[src/rtl/fifo_rd_pkg.sv]
// Shared constants and helpers for the async FIFO read-side logic.
// Default widths here must match the FIFO top that feeds the unpacker.
package fifo_rd_pkg;

  localparam int unsigned FIFO_DSIZE = 32;
  localparam int unsigned FIFO_OSIZE = 8;

  // Counter width for n lanes; a single-lane word still needs one bit.
  function automatic int unsigned lane_w(input int unsigned n);
    return (n <= 2) ? 1 : $clog2(n);
  endfunction

endpackage

[src/rtl/fifo_rd_unpack.sv]
// Read-domain unpacker: pops DSIZE-bit FIFO words and streams them out as OSIZE-bit lanes.
// Define FIFO_RD_UNPACK_MSB_FIRST_EN to emit the most-significant lane of each word first.
module fifo_rd_unpack
  import fifo_rd_pkg::*;
#(
  parameter int unsigned DSIZE = FIFO_DSIZE,
  parameter int unsigned OSIZE = FIFO_OSIZE
) (
  input  logic             rclk,
  input  logic             rrst,
  input  logic [DSIZE-1:0] rdata,
  input  logic             rempty,
  output logic             rinc,
  output logic [OSIZE-1:0] m_data,
  output logic             m_valid,
  input  logic             m_ready,
  output logic             m_last
);

  localparam int unsigned RATIO = DSIZE / OSIZE;
  localparam int unsigned LW    = lane_w(RATIO);
  localparam logic [LW-1:0] LAST_LANE = LW'(RATIO - 1);

  logic [DSIZE-1:0] hold_q, hold_d;
  logic             hold_valid_q, hold_valid_d;
  logic [LW-1:0]    lane_q, lane_d;
  logic [LW-1:0]    sel;
  logic             accept;
  logic             word_done;

  assign accept    = hold_valid_q && m_ready;
  assign word_done = accept && (lane_q == LAST_LANE);

  // Refill in the same cycle the last lane leaves, so words stream without bubbles.
  assign rinc = !rrst && !rempty && (!hold_valid_q || word_done);

  always_comb begin
    hold_d       = hold_q;
    hold_valid_d = hold_valid_q;
    lane_d       = lane_q;
    if (rinc) begin
      hold_d       = rdata;
      hold_valid_d = 1'b1;
      lane_d       = '0;
    end else if (word_done) begin
      hold_valid_d = 1'b0;
      lane_d       = '0;
    end else if (accept) begin
      lane_d       = lane_q + 1'b1;
    end
  end

  always_ff @(posedge rclk) begin
    if (rrst) begin
      hold_q       <= '0;
      hold_valid_q <= 1'b0;
      lane_q       <= '0;
    end else begin
      hold_q       <= hold_d;
      hold_valid_q <= hold_valid_d;
      lane_q       <= lane_d;
    end
  end

`ifdef FIFO_RD_UNPACK_MSB_FIRST_EN
  assign sel = LAST_LANE - lane_q;
`else
  assign sel = lane_q;
`endif

  assign m_data  = hold_q[int'(sel) * OSIZE +: OSIZE];
  assign m_valid = hold_valid_q;
  assign m_last  = hold_valid_q && (lane_q == LAST_LANE);

endmodule
[config.mk]
export PLATFORM = sky130hd
export DESIGN_NAME = fifo_rd_unpack
export DESIGN_NICKNAME = d
export VERILOG_FILES = /design/src/rtl/fifo_rd_pkg.sv /design/src/rtl/fifo_rd_unpack.sv
export SDC_FILE = /design/constraint.sdc
export NUM_CORES = 1
export LEC_CHECK = 0
export BUFFER_PORTS_ARGS = -buffer_cell sky130_fd_sc_hd__buf_2
export CAP_MARGIN = 20
export CORE_MARGIN = 3
export CORE_UTILIZATION = 35
export CTS_CLUSTER_DIAMETER = 50
export CTS_CLUSTER_SIZE = 25
export DETAILED_ROUTE_END_ITERATION = 10
export GPL_TIMING_DRIVEN = 1
export PLACE_DENSITY = 0.64
export SLEW_MARGIN = 40
export SYNTH_ARGS = -nofsm -noshare
export SYNTH_HDL_FRONTEND = slang
export SYNTH_SLANG_ARGS = --single-unit
[constraint.sdc]
create_clock -name rclk -period 3.5 [get_ports rclk]
set_input_delay 0 -clock rclk [delete_from_list [all_inputs] [get_ports rclk]]
set_output_delay 0 -clock rclk [all_outputs]
set_load 0.05 [all_outputs]
==> results.yml <==
status:
  outcome: "finished, final reports clean"
pwr:
  ir_drop_uv: 254
  switching_share_pct: 23.9
  power_frac_seq_pct: 43.7
  pwr-share-comb_pct: 18.7
  switchingPower_uw: 240
  clkPwrFrac_pct: 37.6
  power.internal_uw: 764
  powerDensity_mw_per_mm2: 410
  p_leak_nw: 1.15
floorplan:
  io_pins: 47
  coreArea_mm2: 0.00479
  dieWidth_um: 76.7
  die_area_mm2: 0.00588
  start_util_pct: 36.5
  num_rows: 25
  die_h_um: 76.7
place:
  io_buffer_count: 46
  routabilityCongestion: 0.688
  hpwl_um: 2130
  dp_slack_ns: 1.71
synthesis:
  yosysWarnings: 0
  syn_area_per_cell_um2: 13.3
  ys_top_cells_by_area: "dfxtp_1 40%, mux2_4 25%, nor2b_1 11%"
  synthCells: 131
  yosysSeqAreaShare_pct: 40.1
  synth_cell_types: 20
  synth_top_area_share_pct: 40.1
  synth_nets: 168
  ys_ff_latch: 35
  syn-cell-area_mm2: 0.00175
  yosysTopAreaCell: "dfxtp_1"
grt:
  grt_max_degree: 37
  grt_pass1_vias: 1336
  antenna_found_initial: 0
  grt_remaining_overflow: 0
  grt_pass1_wl_um: 6240
  grt_usage_pct: 13.3
route:
  via_count: 1209
  routed_wl_um: 3560
  drcViolationCount: 0
  wl_per_cell_um: 12.8
  initialDrtViolationCount: 29
  first_pass_iters: 4
  vias_per_cell: 4.33
  antenna_left: 0
sta:
  max_slew.worst_pin.slew_ns: 0.604
  fmax_mhz: 519
  fin_crit_ns: 1.93
  finalCritPeriodShare_pct: 55.1
  relSlewSlack_pct: 59.8
  final_max_slew_viol_count: 0
  finalHoldViolCount: 0
  fin_tns_setup_ns: 0
  setup_viol: 0
  setup_ws_ns: 1.57
  rsz0062_at_grt: "no"
  fin_skew_ns: 0.00870
setup_path:
  arrival_ns: 1.93
  critical_path_class: "reg2out"
  cp_data_required_time_ns: 3.50
  startpoint_type: "flip-flop"
  cp_max_fo: 33
  critPathCaptureType: "output pin"
  path_cells: "ha_1 > a21boi_4 > or3_4 > inv_1 > buf_2"
  cpPeakStageDelay_ns: 0.59
  crit_slowest_cell: "or3_4"
layout:
  final_cell_mix: "46 x buf_2, 35 x dfxtp_1, 33 x dlygate4sd3_1, 32 x nor2b_1, 29 x mux2_4"
  syn_to_final_growth_pct: 39.9
  utilization_pct: 51.1
  multi_input_area_um2: 953
  diodes: 0
  nNetsFinal: 248
  n_fill_cell: 434
  mostFrequentLayoutCell: "buf_2"
  layout-drive-gt1-share_pct: 47.6
  layout.area.seq_um2: 701
cts:
  cts-htree-levels: 2
  cts_sinks: 35
  clk_latency_ns: 0.29
  cts_root_buffer: "clkbuf_8"
  cts_tree: "built"
  clk_transition_reported_paths_ns: 0.07
  cts_buffer_depth: 2
  post_cts_buffers: 0
  cts_buffers: 5
job:
  drv_cap: 0
min_path:
  worst_hold_path_type: "in2reg"
## per-layer routing
layer	track usage [%]	routed length, µm	vias to the layer above	share of wire, %
met5	0	0	-	0
met4	5.43	82	0	2.3
met3	4.46	191	11	5.4
met2	21.1	1670	35	47
met1	16.5	1610	552	45
li1	-	-	611	-
## final timing paths
| check | start | endpoint | slack [ns] | cells after the start |
|---|---|---|---|---|
| max reg2reg | lane_q[0] | hold_q[11] | 1.71 | 4 |
| min | m_ready | m_valid | 0.06 | 4 |
| max | lane_q[0] | rinc | 1.57 | 5 |
| min reg2reg | hold_q[25] | hold_q[25] | 0.61 | 2 |
## power groups by stage
stage          combinational [mW]  sequential (mW)  clock, mW
3_3_place_gp                0.159            0.447          0
3_5_place_dp                0.160            0.447          0
6_report                    0.188            0.438      0.378
2_1_floorplan               0.125            0.446          0
4_1_cts                     0.188            0.438      0.386
5_1_grt                     0.202            0.443      0.405
## logic make-up (layout without fill, tap and decap cells)
kind of cell | count (synthesis) | count (layout) | share of synthesized area [%]
AOI/OAI and AO/OA | 4 | 4 | 1.93
adders and majority gates | 1 | 1 | 0.716
muxes | 41 | 41 | 37.7
buffers and inverters | 11 | 92 | 5.65
DFF | 35 | 35 | 40.1
and+or+nand+nor | 39 | 39 | 13.9
## cell type report
class | count | area share, %
Multi-Input combinational cell | 85 | 39.0
Sequential cell | 35 | 28.6
Timing Repair Buffer | 82 | 23.8
Tap cell | 67 | 3.43
Clock buffer | 6 | 3.38
Clock inverter | 2 | 1.43
Inverter | 2 | 0.307
## metrics by stage
step                power, mW  instance area [µm²]  instances  hold WS, ns
detailed placement      0.606                 2000        238        0.228
floorplan               0.571                 1750        131       0.0918
CTS                      1.01                 2450        279       0.0619
global route             1.05                 2450        279       0.0773
finish                   1.00                 2450        279       0.0640
global placement        0.606                 1990        238        0.209
## sequential cells by signal (all words and copies together), names as in the netlist
| signal | cells |
|---|---|
| hold_q | 32 |
| lane_q | 2 |
| m_valid | 1 |
## critical path, delay by kind of cell, from the launching register on
kind                       cells  cell delay (ns)
and+or+nand+nor                1             0.59
buffers and inverters          2             0.37
DFF                            1             0.34
adders and majority gates      1             0.25
AOI/OAI and AO/OA              1             0.08
## synth_stat cells
| cell | count |
|---|---|
| a21oi_1 | 3 |
| and4b_2 | 1 |
| nor3_1 | 2 |
| ha_1 | 1 |
| clkbuf_1 | 4 |
| or3_1 | 1 |
| buf_12 | 3 |
| a21boi_4 | 1 |
| nor2b_1 | 32 |
| mux2i_1 | 1 |
| nor2_1 | 1 |
| buf_6 | 1 |
| dfxtp_1 | 35 |
| nand2_1 | 1 |
| mux4_2 | 8 |
| inv_1 | 2 |
| mux2_2 | 3 |
| and2_2 | 1 |
| buf_2 | 1 |
| mux2_4 | 29 |
## timing repair
| item | in CTS | in global routing |
|---|---|---|
| resized for setup | 0 | 0 |
| hold endpoints to repair | 33 | 0 |
| hold buffers | 33 | 0 |
No activity file was read; power rests on OpenSTA's default activity.
